[src/rtl/usermem_io_pkg.sv]
// Shared constants for the user-memory responder: I/O register map, CTRL bit
// positions, the timer write-request bundle and the IRQ FSM state encoding.
package usermem_io_pkg;

  localparam logic [7:0] ADDR_CTRL   = 8'hF0;
  localparam logic [7:0] ADDR_RELOAD = 8'hF1;
  localparam logic [7:0] ADDR_COUNT  = 8'hF2;
  localparam logic [7:0] ADDR_STATUS = 8'hF3;
  localparam logic [7:0] ADDR_SWIRQ  = 8'hF4;

  localparam int CTRL_EN     = 0;
  localparam int CTRL_AR     = 1;
  localparam int CTRL_IRQ_EN = 2;

  typedef enum logic [1:0] {
    S_IDLE  = 2'd0,
    S_PULSE = 2'd1,
    S_GAP   = 2'd2
  } irq_state_e;

  // One CPU write decoded into per-register strobes for the timer.
  typedef struct packed {
    logic       ctrl_we;
    logic       reload_we;
    logic       count_we;
    logic       status_we;
    logic [7:0] wdata;
  } tmr_wr_t;

endpackage

[src/rtl/usermem_io_timer.sv]
// Memory-mapped down-counter: prescaler, COUNT/RELOAD/CTRL registers and the
// sticky expired flag. Emits a one-cycle expiry pulse on the clock it expires.
module io_timer
  import usermem_io_pkg::*;
#(
  parameter int PRESCALE = 4
) (
  input  logic       clk,
  input  logic       rst_n,
  input  tmr_wr_t    wr_i,
  output logic [2:0] ctrl_o,
  output logic [7:0] reload_o,
  output logic [7:0] count_o,
  output logic       expired_o,
  output logic       expiry_o
);

  localparam int PW = $clog2(PRESCALE) + 1;
  localparam logic [PW-1:0] PSC_LAST = PW'(PRESCALE - 1);

  logic [PW-1:0] psc_q, psc_d;
  logic [2:0]    ctrl_q, ctrl_d;
  logic [7:0]    reload_q, reload_d;
  logic [7:0]    count_q, count_d;
  logic          expired_q, expired_d;
  logic          tick, tick_ok;

  assign tick     = ctrl_q[CTRL_EN] && (psc_q == PSC_LAST);
  // A CPU write to COUNT or CTRL owns the cycle; the colliding tick is lost.
  assign tick_ok  = tick && !wr_i.count_we && !wr_i.ctrl_we;
  assign expiry_o = tick_ok && (count_q == 8'd0);

  always_comb begin
    psc_d     = '0;
    ctrl_d    = ctrl_q;
    reload_d  = reload_q;
    count_d   = count_q;
    expired_d = expired_q;

    if (ctrl_q[CTRL_EN] && (psc_q != PSC_LAST)) psc_d = psc_q + 1'b1;

    if (tick_ok) begin
      if (count_q != 8'd0)      count_d = count_q - 8'd1;
      else if (ctrl_q[CTRL_AR]) count_d = reload_q;
      else                      ctrl_d[CTRL_EN] = 1'b0;
    end

    if (wr_i.ctrl_we)   ctrl_d   = wr_i.wdata[2:0];
    if (wr_i.reload_we) reload_d = wr_i.wdata;
    if (wr_i.count_we)  count_d  = wr_i.wdata;
    if (wr_i.status_we && wr_i.wdata[0]) expired_d = 1'b0;
    // A new expiry beats a clear landing in the same cycle.
    if (expiry_o) expired_d = 1'b1;
  end

  always_ff @(posedge clk or negedge rst_n) begin
    if (!rst_n) begin
      psc_q     <= '0;
      ctrl_q    <= '0;
      reload_q  <= '0;
      count_q   <= '0;
      expired_q <= 1'b0;
    end else begin
      psc_q     <= psc_d;
      ctrl_q    <= ctrl_d;
      reload_q  <= reload_d;
      count_q   <= count_d;
      expired_q <= expired_d;
    end
  end

  assign ctrl_o    = ctrl_q;
  assign reload_o  = reload_q;
  assign count_o   = count_q;
  assign expired_o = expired_q;

endmodule

[src/rtl/usermem_io.sv]
// User-memory responder for the control unit: RAM in the low region, a timer
// and interrupt source in the top 16 bytes, and a rate-limited IRQ pulse FSM.
module usermem_io
  import usermem_io_pkg::*;
#(
  parameter int RAM_DEPTH = 240,
  parameter int PRESCALE  = 4,
  parameter int IRQ_GAP   = 3
) (
  input  logic       clk,
  input  logic       reset,
  input  logic [7:0] usermem_address,
  input  logic [7:0] usermem_data_out,
  input  logic       rw,
  output logic [7:0] usermem_data_in,
  output logic       interrupt
);

  localparam logic [8:0] RAM_TOP  = 9'(RAM_DEPTH);
  localparam logic [7:0] GAP_LAST = 8'(IRQ_GAP - 1);

  logic [7:0] mem [0:RAM_DEPTH-1];
  logic       is_ram, swirq_we;
  tmr_wr_t    tw;
  logic [2:0] ctrl;
  logic [7:0] reload, count;
  logic       expired, expiry, irq_event;

  irq_state_e state_q, state_d;
  logic [7:0] gap_q, gap_d;
  logic       pending_q, pending_d;
  logic       irq_q;

  assign is_ram       = {1'b0, usermem_address} < RAM_TOP;
  assign tw.ctrl_we   = rw && (usermem_address == ADDR_CTRL);
  assign tw.reload_we = rw && (usermem_address == ADDR_RELOAD);
  assign tw.count_we  = rw && (usermem_address == ADDR_COUNT);
  assign tw.status_we = rw && (usermem_address == ADDR_STATUS);
  assign tw.wdata     = usermem_data_out;
  assign swirq_we     = rw && (usermem_address == ADDR_SWIRQ);

  always_ff @(posedge clk) begin
    if (rw && is_ram) mem[usermem_address] <= usermem_data_out;
  end

  always_comb begin
    usermem_data_in = 8'h00;
    if (is_ram) usermem_data_in = mem[usermem_address];
    else begin
      case (usermem_address)
        ADDR_CTRL:   usermem_data_in = {5'b0, ctrl};
        ADDR_RELOAD: usermem_data_in = reload;
        ADDR_COUNT:  usermem_data_in = count;
        ADDR_STATUS: usermem_data_in = {7'b0, expired};
        default:     usermem_data_in = 8'h00;
      endcase
    end
  end

  io_timer #(.PRESCALE(PRESCALE)) u_timer (
    .clk       (clk),
    .rst_n     (reset),
    .wr_i      (tw),
    .ctrl_o    (ctrl),
    .reload_o  (reload),
    .count_o   (count),
    .expired_o (expired),
    .expiry_o  (expiry)
  );

  assign irq_event = (expiry && ctrl[CTRL_IRQ_EN]) || swirq_we;

  // Pending absorbs events that land during PULSE/GAP so none are lost; the
  // last GAP cycle may hand straight to PULSE, giving IRQ_GAP idle clocks.
  always_comb begin
    state_d   = state_q;
    gap_d     = gap_q;
    pending_d = pending_q || irq_event;
    case (state_q)
      S_IDLE: begin
        if (pending_d) begin
          state_d   = S_PULSE;
          pending_d = 1'b0;
        end
      end
      S_PULSE: begin
        state_d = S_GAP;
        gap_d   = 8'd0;
      end
      S_GAP: begin
        if (gap_q == GAP_LAST) begin
          if (pending_d) begin
            state_d   = S_PULSE;
            pending_d = 1'b0;
          end else begin
            state_d = S_IDLE;
          end
        end else begin
          gap_d = gap_q + 8'd1;
        end
      end
      default: state_d = S_IDLE;
    endcase
  end

  always_ff @(posedge clk or negedge reset) begin
    if (!reset) begin
      state_q   <= S_IDLE;
      gap_q     <= 8'd0;
      pending_q <= 1'b0;
      irq_q     <= 1'b0;
    end else begin
      state_q   <= state_d;
      gap_q     <= gap_d;
      pending_q <= pending_d;
      irq_q     <= (state_d == S_PULSE);
    end
  end

  assign interrupt = irq_q;

endmodule
[config.mk]
export PLATFORM = sky130hd
export DESIGN_NAME = usermem_io
export DESIGN_NICKNAME = d
export VERILOG_FILES = /design/src/rtl/usermem_io_pkg.sv /design/src/rtl/usermem_io_timer.sv /design/src/rtl/usermem_io.sv
export SDC_FILE = /design/constraint.sdc
export NUM_CORES = 2
export LEC_CHECK = 0
export BUFFER_PORTS_ARGS = -buffer_cell sky130_fd_sc_hd__buf_2
export CAP_MARGIN = 10
export CORE_ASPECT_RATIO = 1.2
export CORE_MARGIN = 3
export CORE_UTILIZATION = 50
export DETAILED_ROUTE_END_ITERATION = 8
export PLACE_DENSITY = 0.69
export REMOVE_ABC_BUFFERS = 1
export SKIP_LAST_GASP = 1
export SLEW_MARGIN = 20
export SYNTH_ARGS = -nofsm -noshare
export SYNTH_HDL_FRONTEND = slang
export SYNTH_SLANG_ARGS = --single-unit
[constraint.sdc]
create_clock -name clk -period 3.8 [get_ports clk]
set_input_delay 0.57 -clock clk [delete_from_list [all_inputs] [get_ports clk]]
set_output_delay 0.57 -clock clk [all_outputs]
set_load 0.02 [all_outputs]
==> flow_summary.ini <==
[place]
place.gp.congestion = 0.964
numPortBuffers = 27
hpwl_um = 131000
dp_slack_ps = -500

[grt]
grt_max_degree = 138
grt_pass1_vias = 41000
gr-usage-all-layers_pct = 26.2
grt_antenna_before_repair = 5
grt_overflow = 0
grt_pass1_wl_um = 294000

[synthesis]
synthSimpleGateAreaFrac_pct = 3.34
yosys_register_bits = 1955
synthXorXnorAreaFrac_pct = 0.0344
synthCells = 3716
avgSynthCellArea_um2 = 20.6
synth_top_area_share_pct = 75.5
ys_async_sr_fraction_pct = 1.79
syn_area_um2 = 76400
synthAdderAreaFrac_pct = 0.0983
yosysSeqAreaShare_pct = 76.6
yosysWarningCount = 0
synthFlopType = edfxtp_1
synth_compound_area_share_pct = 2.75
synth_mux_area_share_pct = 15.7
synth_top_cell_by_area = edfxtp_1
synth_top_family_by_area = multiplexers
yosysUniqueCellTypes = 68
synth_edf_count = 1920
yosys-top-cells-area = edfxtp_1 75%, mux4_2 13%, mux2i_1 2.0%, nor2_1 1.5%, dfrtp_1 1.1%
yosysMostFrequentCell = edfxtp_1
ys_top_cells_by_count = 1920 x edfxtp_1, 454 x mux4_2, 305 x nor2_1

[pwr]
comb_power_share_pct = 6.5
power_frac_seq_pct = 54.4
leakagePower_nw = 30.1
worst_ir_drop_vdd_uv = 429
power_density_nw_per_um2 = 482
switchingPower_mw = 9.33
switching_share_pct = 21.3
p_clk_share_pct = 39.1
p_int_mw = 34.4

[sta]
setup_viol = 6
worst_slew_pin_slew_ps = 1140
timing.slew.headroom_pct = 24.1
rsz0062_at_grt = true
worst_slack_ps = -150
timing.final.crit_share_pct = 104
fmax_mhz = 253
skew_ps = 11.3
fin_setup_tns_ps = -475
finalHoldViolations = 0
slew_viol_final = 0
post-route-min-period_ps = 3950
hold_slack_ps = 279

[clock_tree]
cts_buffers = 178
cts_buffer_depth = 3
cts-root-buf = clkbuf_16
cts_max_level = 4
clkLatencyLatePin_ps = 800
clkTransAtPathRegs_ps = 60
cts.sinks = 1955
cts_tree = yes

[setup_path]
crit_chain = buf_16 > buf_4 > buf_16 > buf_4 > mux4_2 > nand2_1 > a32o_1 > nor3_1 > a311oi_2 > buf_4 > o2bb2ai_1 > buf_4 > buf_2
endpoint_kind = output pin
path_max_fanout = 11
crit_top_cell = buf_4
cp_top_family = buffers and inverters
cp.required_ps = 3230
cp_slowest_cell = nor3_1
crit_type = input pin to output pin
critPathMaxStageDelay_ps = 640
worstSetupStartpointType = input pin
cp_num_buf_inv = 7
arrival_ps = 3380

[detailed_routing]
avgViaCountPerCell = 6.25
drtIter0Drc = 5642
ant_nets = 0
vias = 41000
drc_errors = 0
wl_um = 205000
dr.pass1.iters = 7
wl_per_cell_um = 31.3

[die]
die-height_um = 434
fp.coreArea_um2 = 151000
die_area_um2 = 158000
rows = 156
ios = 28
die_w_um = 363
floorplan.initialDensity_pct = 50.5

[status]
violations = negative setup slack
status = finished with violations

[hold_path]
min_path_type = input pin to flip-flop

[flow_run]
max-cap-violations = 0

[layout]
area_delta_synth_final_pct = 18.8
fin_nets = 4462
layout-drive-gt1-share_pct = 34.1
-- worst paths after layout --
path                            cells past startpoint  slack [ps]            endpoint           startpoint
worst max-delay path                               13        -150  usermem_data_in[7]   usermem_address[1]
worst min-delay path                                1         280         mem[155][1]  usermem_data_out[1]
worst max register to register                      9        1340            gap_q[7]             gap_q[0]
worst min register to register                      1         440    u_timer.psc_q[0]     u_timer.psc_q[0]
max in group asynchronous                           2        2860    u_timer.psc_q[1]                reset
min in group asynchronous                           2         440            gap_q[1]                reset
-- power groups by stage --
stage	Combinational [mW]	Sequential (mW)	Clock, mW
4_1_cts	2.77	23.8	17.3
2_1_floorplan	0.942	24.2	0
3_5_place_dp	2.65	24.2	0
3_3_place_gp	2.61	24.2	0
6_report	2.85	23.8	17.1
5_1_grt	2.98	23.8	18.1
-- layout make-up --
cell class                      instances  area [um2]
Fill cell                           10500       60500
Sequential cell                      1955       58500
Multi-Input combinational cell       1529       17200
Timing Repair Buffer                  763        6970
Clock buffer                          217        4730
Tap cell                             1975        2470
Clock inverter                        100         763
Inverter                               10        40.0
Antenna cell                            3        7.51
-- metal layers --
metal	up-vias	GRT usage, %	wire length [um]
li1	16800	-	-
met1	21300	34.7	73500
met2	2387	41.5	99900
met3	460	4.70	19400
met4	2	14.5	12000
met5	-	0	16
-- kinds of logic after synthesis --
group | after synthesis
compound gates | 304
xor+xnor | 3
buf+inv | 232
mux | 625
fa+ha+maj | 6
simple gates | 591
flops | 1955
-- layout by cell type (no fill, tap or decap), types with 41 or more instances in the layout --
cell       Yosys  layout
mux4_2       454     454
buf_12         0      55
buf_4         34     650
mux2i_1      153     146
edfxtp_1    1920    1920
clkbuf_16      0     188
a22oi_1       50      48
nand2_1      139     138
a21oi_1       45      41
nor2_1       305     302
o22ai_1       72      59
-- repair_timing --
action | in CTS | in global routing
setup buffers | 12 | 24
hold buffers | 1 | 0
endpoints found under the hold margin | 35 | 0
resized for setup | 93 | 47
cloned | 4 | 4
setup endpoints to repair | 8 | 8
pin swaps | 17 | 23
-- state kept, by name, indices dropped and copies added, names as in the netlist --
signal	count
mem	1920
u_timer.expired_o	1
interrupt	1
gap_q	8
pending_q	1
u_timer.count_o	8
state_q	2
u_timer.reload_o	8
u_timer.ctrl_o	3
u_timer.psc_q	3
-- through the flow --
step	cell area, um2	total power [mW]	instances	util [%]
2_1_floorplan	75300	25.2	3494	-
4_1_cts	90200	43.9	6522	59.7
3_3_place_gp	84000	26.8	6191	55.6
5_1_grt	90800	44.9	6550	60.0
6_report	90800	43.7	6552	60.0
3_5_place_dp	84000	26.9	6191	55.6
Power figures use the tool's default switching activity.
